### src/rtl/mbinit_sb_pkg.sv
// Purpose: shared types and message encodings for the MBINIT sideband TX arbiter.
// Latency: n/a (package).
// Backpressure: n/a (package).
package mbinit_sb_pkg;

    // Sideband message encodings used by the MBINIT sub-state FSMs
    localparam logic [3:0] MSG_NONE        = 4'h0;
    localparam logic [3:0] MSG_INIT_REQ    = 4'h1;
    localparam logic [3:0] MSG_INIT_RESP   = 4'h2;
    localparam logic [3:0] MSG_RESULT_REQ  = 4'h3;
    localparam logic [3:0] MSG_RESULT_RESP = 4'h4;
    localparam logic [3:0] MSG_DONE_REQ    = 4'h5;
    localparam logic [3:0] MSG_DONE_RESP   = 4'h6;

    typedef enum logic [1:0] {
        IDLE      = 2'd0,
        ISSUE     = 2'd1,
        WAIT_BUSY = 2'd2,
        WAIT_DONE = 2'd3
    } arb_state_e;

    typedef enum logic {
        MOD = 1'b0,
        PTN = 1'b1
    } owner_e;

endpackage

### src/rtl/sb_req_slot.sv
// Purpose: one-deep request holding register (msg, optional info, full flag).
// Latency: a load is visible as full/msg in the cycle after the valid pulse.
// Backpressure: none; a valid into a full slot is dropped and flagged via o_overflow.
//
// Ports: CLK, rst (sync, active-high), i_enable (low flushes the slot and drops loads),
//        i_load/i_msg/i_info (request), i_clear (slot granted this cycle),
//        o_msg/o_info/o_full (slot contents), o_overflow (one-cycle drop indication).
// Optional: SB_MSG_INFO_EN adds info storage; otherwise o_info is tied to 0.
module sb_req_slot #(
    parameter int MSG_W  = 4,
    parameter int INFO_W = 16
) (
    input  logic              CLK,
    input  logic              rst,
    input  logic              i_enable,
    input  logic              i_load,
    input  logic [MSG_W-1:0]  i_msg,
    input  logic [INFO_W-1:0] i_info,
    input  logic              i_clear,
    output logic [MSG_W-1:0]  o_msg,
    output logic [INFO_W-1:0] o_info,
    output logic              o_full,
    output logic              o_overflow
);

    logic             full_q;
    logic [MSG_W-1:0] msg_q;
    // A load in the same cycle as the grant refills the slot instead of overflowing.
    logic             load_ok;

    assign load_ok = i_enable && i_load && (!full_q || i_clear);

    always_ff @(posedge CLK) begin
        if (rst) begin
            full_q <= 1'b0;
            msg_q  <= '0;
        end else if (!i_enable) begin
            full_q <= 1'b0;
        end else if (load_ok) begin
            full_q <= 1'b1;
            msg_q  <= i_msg;
        end else if (i_clear) begin
            full_q <= 1'b0;
        end
    end

`ifdef SB_MSG_INFO_EN
    logic [INFO_W-1:0] info_q;
    always_ff @(posedge CLK) begin
        if (rst) begin
            info_q <= '0;
        end else if (load_ok) begin
            info_q <= i_info;
        end
    end
    assign o_info = info_q;
`else
    logic unused_info;
    assign unused_info = ^i_info;
    assign o_info      = '0;
`endif

    assign o_msg      = msg_q;
    assign o_full     = full_q;
    assign o_overflow = i_enable && i_load && full_q && !i_clear;

endmodule

### src/rtl/mbinit_sb_tx_arbiter.sv
// Purpose: round-robin sharing of the sideband TX path between Module and Partner MBINIT FSMs.
// Latency: valid pulse -> o_TX_valid in 2 cycles when idle; done pulse -> next issue 2 cycles min.
// Backpressure: grants only while i_Busy_SideBand is low; one-deep slot per requester, overflow sticky.
//
// Ports: CLK, rst (sync, active-high), i_enable (low flushes), i_mod_*/i_ptn_* (requests),
//        i_Busy_SideBand, o_TX_SbMessage/o_TX_MsgInfo/o_TX_valid (issue), o_mod_done/o_ptn_done,
//        o_mod_pending/o_ptn_pending, o_overflow/o_timeout (sticky until rst).
// Optional: SB_MSG_INFO_EN enables MsgInfo storage; otherwise o_TX_MsgInfo is tied to 0.
module mbinit_sb_tx_arbiter
    import mbinit_sb_pkg::*;
#(
    parameter int MSG_W        = 4,
    parameter int INFO_W       = 16,
    parameter int BUSY_TIMEOUT = 255
) (
    input  logic              CLK,
    input  logic              rst,
    input  logic              i_enable,
    input  logic              i_mod_valid,
    input  logic [MSG_W-1:0]  i_mod_msg,
    input  logic [INFO_W-1:0] i_mod_info,
    input  logic              i_ptn_valid,
    input  logic [MSG_W-1:0]  i_ptn_msg,
    input  logic [INFO_W-1:0] i_ptn_info,
    input  logic              i_Busy_SideBand,
    output logic [MSG_W-1:0]  o_TX_SbMessage,
    output logic [INFO_W-1:0] o_TX_MsgInfo,
    output logic              o_TX_valid,
    output logic              o_mod_done,
    output logic              o_ptn_done,
    output logic              o_mod_pending,
    output logic              o_ptn_pending,
    output logic              o_overflow,
    output logic              o_timeout
);

    localparam int                CNT_W   = $clog2(BUSY_TIMEOUT + 1);
    localparam logic [CNT_W-1:0]  CNT_MAX = CNT_W'(BUSY_TIMEOUT);

    arb_state_e        state_q, state_d;
    owner_e            owner_q, pick;
    logic [CNT_W-1:0]  cnt_q, cnt_d;
    logic              rr_ptn_q;   // 1: Partner wins the next contended grant
    logic              busy_q, fall;
    logic [MSG_W-1:0]  tx_msg_q;
    logic              overflow_q, timeout_q;

    logic              mod_full, ptn_full, mod_ovf, ptn_ovf, mod_clr, ptn_clr;
    logic [MSG_W-1:0]  mod_msg, ptn_msg;
    logic [INFO_W-1:0] mod_info, ptn_info;
    logic              grant, contend, tx_valid, mod_done, ptn_done, timeout_set;

    sb_req_slot #(.MSG_W(MSG_W), .INFO_W(INFO_W)) u_mod_slot (
        .CLK        (CLK),
        .rst        (rst),
        .i_enable   (i_enable),
        .i_load     (i_mod_valid),
        .i_msg      (i_mod_msg),
        .i_info     (i_mod_info),
        .i_clear    (mod_clr),
        .o_msg      (mod_msg),
        .o_info     (mod_info),
        .o_full     (mod_full),
        .o_overflow (mod_ovf)
    );

    sb_req_slot #(.MSG_W(MSG_W), .INFO_W(INFO_W)) u_ptn_slot (
        .CLK        (CLK),
        .rst        (rst),
        .i_enable   (i_enable),
        .i_load     (i_ptn_valid),
        .i_msg      (i_ptn_msg),
        .i_info     (i_ptn_info),
        .i_clear    (ptn_clr),
        .o_msg      (ptn_msg),
        .o_info     (ptn_info),
        .o_full     (ptn_full),
        .o_overflow (ptn_ovf)
    );

    assign fall    = busy_q && !i_Busy_SideBand;
    assign contend = mod_full && ptn_full;
    assign pick    = contend ? (rr_ptn_q ? PTN : MOD) : (ptn_full ? PTN : MOD);

    always_comb begin
        state_d     = state_q;
        cnt_d       = cnt_q;
        grant       = 1'b0;
        mod_clr     = 1'b0;
        ptn_clr     = 1'b0;
        tx_valid    = 1'b0;
        mod_done    = 1'b0;
        ptn_done    = 1'b0;
        timeout_set = 1'b0;
        case (state_q)
            IDLE: begin
                if ((mod_full || ptn_full) && !i_Busy_SideBand) begin
                    grant   = 1'b1;
                    state_d = ISSUE;
                end
            end
            ISSUE: begin
                tx_valid = 1'b1;
                mod_clr  = (owner_q == MOD);
                ptn_clr  = (owner_q == PTN);
                cnt_d    = '0;
                state_d  = WAIT_BUSY;
            end
            WAIT_BUSY: begin
                if (i_Busy_SideBand) begin
                    state_d = WAIT_DONE;
                end else if (cnt_q == CNT_MAX) begin
                    // Lost message: release the owner so its FSM can retry or escalate.
                    timeout_set = 1'b1;
                    mod_done    = (owner_q == MOD);
                    ptn_done    = (owner_q == PTN);
                    state_d     = IDLE;
                end else begin
                    cnt_d = cnt_q + 1'b1;
                end
            end
            WAIT_DONE: begin
                if (fall) begin
                    mod_done = (owner_q == MOD);
                    ptn_done = (owner_q == PTN);
                    state_d  = IDLE;
                end
            end
            default: state_d = IDLE;
        endcase
        // Disable wins over everything; the strobe is also held off so no
        // message leaves whose completion would never be reported.
        if (!i_enable) begin
            state_d     = IDLE;
            cnt_d       = '0;
            grant       = 1'b0;
            tx_valid    = 1'b0;
            mod_done    = 1'b0;
            ptn_done    = 1'b0;
            timeout_set = 1'b0;
        end
    end

    always_ff @(posedge CLK) begin
        if (rst) begin
            state_q    <= IDLE;
            cnt_q      <= '0;
            owner_q    <= PTN;
            rr_ptn_q   <= 1'b1;
            busy_q     <= 1'b0;
            tx_msg_q   <= '0;
            overflow_q <= 1'b0;
            timeout_q  <= 1'b0;
        end else begin
            state_q    <= state_d;
            cnt_q      <= cnt_d;
            busy_q     <= i_Busy_SideBand;
            overflow_q <= overflow_q | mod_ovf | ptn_ovf;
            timeout_q  <= timeout_q | timeout_set;
            if (grant) begin
                owner_q  <= pick;
                tx_msg_q <= (pick == PTN) ? ptn_msg : mod_msg;
                // The pointer only moves when it actually arbitrated.
                if (contend) begin
                    rr_ptn_q <= !rr_ptn_q;
                end
            end
        end
    end

`ifdef SB_MSG_INFO_EN
    logic [INFO_W-1:0] tx_info_q;
    always_ff @(posedge CLK) begin
        if (rst) begin
            tx_info_q <= '0;
        end else if (grant) begin
            tx_info_q <= (pick == PTN) ? ptn_info : mod_info;
        end
    end
    assign o_TX_MsgInfo = tx_info_q;
`else
    logic unused_info;
    assign unused_info  = ^{mod_info, ptn_info};
    assign o_TX_MsgInfo = '0;
`endif

    assign o_TX_SbMessage = tx_msg_q;
    assign o_TX_valid     = tx_valid;
    assign o_mod_done     = mod_done;
    assign o_ptn_done     = ptn_done;
    assign o_mod_pending  = mod_full || ((state_q != IDLE) && (owner_q == MOD));
    assign o_ptn_pending  = ptn_full || ((state_q != IDLE) && (owner_q == PTN));
    assign o_overflow     = overflow_q;
    assign o_timeout      = timeout_q;

endmodule

### config.mk
export PLATFORM = sky130hd
export DESIGN_NAME = mbinit_sb_tx_arbiter
export DESIGN_NICKNAME = d
export VERILOG_FILES = /design/src/rtl/mbinit_sb_pkg.sv /design/src/rtl/sb_req_slot.sv /design/src/rtl/mbinit_sb_tx_arbiter.sv
export SDC_FILE = /design/constraint.sdc
export NUM_CORES = 1
export LEC_CHECK = 0
export CAP_MARGIN = 20
export CORE_MARGIN = 10
export CORE_UTILIZATION = 45
export CTS_BUF_LIST = sky130_fd_sc_hd__clkbuf_8
export DETAILED_ROUTE_END_ITERATION = 10
export HOLD_SLACK_MARGIN = 0.05
export PLACE_DENSITY = 0.88
export RECOVER_POWER = 100
export SYNTH_ARGS = -nofsm -noshare
export SYNTH_HDL_FRONTEND = slang
export SYNTH_SLANG_ARGS = --single-unit
### constraint.sdc
create_clock -name CLK -period 3.3 [get_ports CLK]
set_input_delay 0.33 -clock CLK [delete_from_list [all_inputs] [get_ports CLK]]
set_output_delay 0.33 -clock CLK [all_outputs]
set_load 0.005 [all_outputs]
-- Word-level counts from Yosys, hierarchy flattened
Cells that the tools add are included.
- register bits after elaboration: 29
- logic and storage cells: 99
- $add $sub $neg: 1
- eq/ne operators: 9
- mux-type cells: 37
- bitwise operators: 5
- reductions and logical operators: 35
- operators with widths (operator ; number):
    $mux 1 ; 26
    $mux 8 ; 2
    $pmux 8 s2 ; 1
    $logic_and 1x1->1 ; 13
    $add 8x1->8 const B ; 1
    $eq 8x8->1 const B ; 1
    $mux 2 ; 4
    $ne 2x2->1 const B ; 4
    $pmux 2 s4 ; 1
    $reduce_bool 2->1 ; 4
    $logic_not 1->1 ; 6
    $reduce_and 2->1 ; 3
    $reduce_and 3->1 ; 2
    $logic_or 1x1->1 ; 5
    $eq 2x2->1 const B ; 2
    $mux 4 ; 1
    $pmux 1 s2 ; 2
    $ne 3x3->1 const B ; 1
    $or 1x1->1 ; 3
    $eq 2x1->1 const B ; 1
    $logic_not 2->1 ; 1
    $not 1->1 ; 2
    $reduce_or 2->1 ; 1

-- Logic depth before layout (Yosys ltp)
- depth after elaboration: 6
- gate-level depth with buffers: 6
- gate-level depth less buffers: 5

-- Modules after synthesis
Synthesis repeated with hierarchy kept, for this count alone.
- cells, all modules: 208
- area total of the unflattened synthesis: 1819.2 µm²
- modules (own cells, without submodules) (module ; times used ; cells an instance ; area each (µm²) ; seq. area each (µm²)):
    mbinit_sb_tx_arbiter ; 1 ; 128 ; 1098.6 ; 380.4
    sb_req_slot ; 2 ; 40 ; 360.3 ; 100.1

-- Worst setup path after synthesis
No wires, ideal clock.
- path kind: flip-flop to output port
- start: register cnt_q[0]
- end: output o_mod_done
- arrival: 1.169 ns
- setup slack: 1.801 ns
- stages on the path, launching flop included: 6
- buffers on the path: 0
- path through: dfxtp_1 -> ha_1 -> nand3_1 -> o31ai_1 -> nand4_1 -> nor2_1
- word-level cells in the longest chain between the ends: 5
- RTL lines (item ; RTL line ; text):
    start: declaration ; mbinit_sb_tx_arbiter.sv:42 ; logic [CNT_W-1:0] cnt_q, cnt_d;
    start signal: assignment ; mbinit_sb_tx_arbiter.sv:156 ; cnt_q <= cnt_d;
    $eq 8x8->1 ; mbinit_sb_tx_arbiter.sv:112 ; end else if (cnt_q == CNT_MAX) begin
    $mux 1 ; mbinit_sb_tx_arbiter.sv:112 ;
    $mux 1 ; mbinit_sb_tx_arbiter.sv:110 ; if (i_Busy_SideBand) begin
    $pmux 1 s2 ; mbinit_sb_tx_arbiter.sv:95 ; case (state_q)
    $mux 1 ; mbinit_sb_tx_arbiter.sv:133 ; if (!i_enable) begin
    end: declaration ; mbinit_sb_tx_arbiter.sv:29 ; output logic o_mod_done,
No other way between the ends.

-- Worst setup path after layout
- start: register cnt_q[0]
- end: output o_ptn_done
- word-level cells in the longest chain between the ends: 5
- RTL lines (item ; RTL line ; text):
    $eq 8x8->1 ; mbinit_sb_tx_arbiter.sv:112 ;
    $mux 1 ; mbinit_sb_tx_arbiter.sv:112 ;
    $mux 1 ; mbinit_sb_tx_arbiter.sv:110 ;
    $pmux 1 s2 ; mbinit_sb_tx_arbiter.sv:95 ;
    $mux 1 ; mbinit_sb_tx_arbiter.sv:133 ;
    end: declaration ; mbinit_sb_tx_arbiter.sv:30 ; output logic o_ptn_done,
No other way between the ends.

==> impl_metrics.toml <==
[detailed_routing]
drc_errors = 0
post_drt_wl_per_cell_um = 14.3
num_vias = 1265
wirelength_mm = 3.42
drt-pass1-iter-count = 4
ant_nets = 0
drtIter0Drc = 63
vias_per_cell = 5.29

[timing]
max_slew.worst_pin.slew_ns = 1.02
finalCriticalPeriod_ns = 2.54
fin_crit_sh_pct = 77.0
tns_ns = 0
hold_violations = 0
finClkSkew_ns = 0.00431
fmax_ghz = 0.393
setup_viol = 0
relSlewSlack_pct = 31.4
rsz0062_at_grt = "no"
drv_slew = 0
hold_ws_ns = 0.489

[synthesis]
synth_area_leaders = "dfxtp_1 39%, mux2i_1 8.7%, buf_4 8.6%, nor2_1 6.1%, a211oi_1 2.5%"
synth_top_cell_area_share_pct = 39.0
yosysTopAreaCell = "dfxtp_1"
synth_flop_cell = "dfxtp_1"
synth.area.mux_share_pct = 9.50
async_flop_share_pct = 0
netlist_area_sq_um = 1490
seq_area_frac_synth_pct = 39.0
syn_area_per_cell_sq_um = 8.76
synth_top_family_by_area = "simple AND/OR/NAND/NOR gates"
yosys.area_share.simple_pct = 20.5
ys_ff_latch = 29
synth_edf_count = 0
netlist_instances = 170
synth_warnings = 0
yosysUniqueCellTypes = 43
synthXorXnorAreaFrac_pct = 0.588
synth-adder-area-share_pct = 0.840
synth_compound_area_share_pct = 17.9

[min_path]
hold_class = "reg -> reg"
min_path_cells = 2

[setup_path]
r2r_cells = 4
start_kind = "flop"
critical_path_class = "reg -> out"
required_ns = 2.97
cp-end-kind = "output port"
worstPathArrival_ns = 2.21
cp_max_fo = 5

[global_routing]
antenna_found_initial = 0
grt_pass1_vias = 1159
grt_max_degree = 19
grt-ovfl-total = 0
grt_pass1_wl_mm = 5.44
gr-usage-all-layers_pct = 11.2

[pwr]
leakagePower_nw = 0.702
switchingPower_mw = 0.182
p_comb_share_pct = 8.0
p_int_mw = 0.694
clockPowerShare_pct = 50.0
ir_worst_vdd_uv = 361
p_per_area_nw_per_um2 = 485
seqPwrFrac_pct = 42.0
switching_share_pct = 20.8

[clock_tree]
hold_buffers = 0
root_buffer = "clkbuf_8"
cts_setup_buffers = 0
cts_made_buffers = 5
insertion_delay_ns = 0.28
cts_tree = "built"
htreeDepth = 2
postCtsResizedCells = 0
cts.clk_slew.worst_paths_ns = 0.06
cts_buffer_depth = 2
cts_sinks = 29

[final_layout]
diodes = 0
layout-drive-gt1-share_pct = 6.67
area_growth_syn_to_layout_pct = 21.4
layout_commonest_cell = "dfxtp_1"
layout_common_cells = "29 x dfxtp_1, 24 x nor2_1, 16 x conb_1"
final_cells = 239
nFillCells = 291
nNetsFinal = 241

[die]
die_h_um = 77.5
fp.dieW_um = 77.5
io_pins = 73
std_cell_rows = 20
initial_utilization_pct = 48.0
die-area_sq_um = 6010
fp.coreArea_sq_um = 3100

[outcome]
status = "complete, no violations"

[place]
portBuffers = 24
place.gp.congestion = 0.859
hpwlAfterDp_mm = 2.47
dp.cells = 231

[job]
drv_cap = 0
-- path summary, 6_finish.rpt --
| check | startpoint | end | slack [ns] |
|---|---|---|---|
| worst max-delay path | cnt_q[0]$_SDFFE_PP0P_ | o_ptn_done | 0.76 |
| worst min-delay path | cnt_q[1]$_SDFFE_PP0P_ | cnt_q[1]$_SDFFE_PP0P_ | 0.49 |
| worst max register to register | state_q[1]$_SDFFE_PP0P_ | cnt_q[4]$_SDFFE_PP0P_ | 0.98 |
| worst min register to register | cnt_q[1]$_SDFFE_PP0P_ | cnt_q[1]$_SDFFE_PP0P_ | 0.49 |
-- power groups by stage --
stage	combinational [mW]	clock, mW	sequential, mW
final	0.0705	0.438	0.368
after global routing	0.0787	0.459	0.369
after CTS	0.0730	0.445	0.368
after detailed placement	0.0724	0	0.376
after global placement	0.0709	0	0.375
after floorplan	0.0541	0	0.374
-- metrics by stage --
stage	setup WS, ns	instance area, sq um	power [mW]	utilization [%]
2_1_floorplan	1.80	1550	0.428	-
3_3_place_gp	1.13	1700	0.446	54.7
3_5_place_dp	1.09	1700	0.448	54.7
4_1_cts	0.784	1830	0.886	59.0
5_1_grt	0.616	1810	0.907	58.3
6_report	0.758	1810	0.876	58.3
-- flip-flops by register name, summed over array words and instances (netlist names), 2 cells and up --
register          cells
cnt_q                 8
o_TX_SbMessage        4
state_q               2
u_mod_slot.o_msg      4
u_ptn_slot.o_msg      4
-- worst max-delay path, cell delays in order (launching register included) --
cell           delay, ns
dfxtp_1             0.37
ha_1                0.20
nand3_1             0.19
o31ai_1             0.25
nand4_1             0.17
nor2_1              0.15
dlygate4sd3_1       0.59
-- logic make-up after synthesis --
logic type / count (synthesis)
AOI/OAI and AO/OA: 36
and+or+nand+nor: 60
DFF: 29
other: 1
adders and majority gates: 1
buffers and inverters: 28
muxes: 14
xor gates and xnor gates: 1
-- Yosys cell counts (3+ instances only) --
library cell,number
dfxtp_1,29
nor2_1,24
buf_4,17
mux2i_1,13
nand2_1,10
nand3_1,6
a211oi_1,5
a21oi_1,5
clkbuf_1,5
a31oi_1,4
inv_1,4
nand4_1,4
o211ai_1,4
nand2b_1,3
o41ai_1,3
-- final cells by class --
type                    count  area [sq um]  area share [%]
multi-input cells         128           772            42.7
flip-flops and latches     29           581            32.1
repair buffers             25           248            13.7
clock buffers               5          68.8            3.81
clock inverters             3          65.1            3.60
well taps                  44          55.1            3.04
inverters                   5          18.8            1.04
-- metal layers --
metal | routed length [um] | GRT usage [%]
met1 | 1450 | 12.6
met2 | 1570 | 17.1
met3 | 292 | 3.92
met4 | 102 | 8.21
met5 | 0 | 0
No activity file was read; power rests on OpenSTA's default activity.
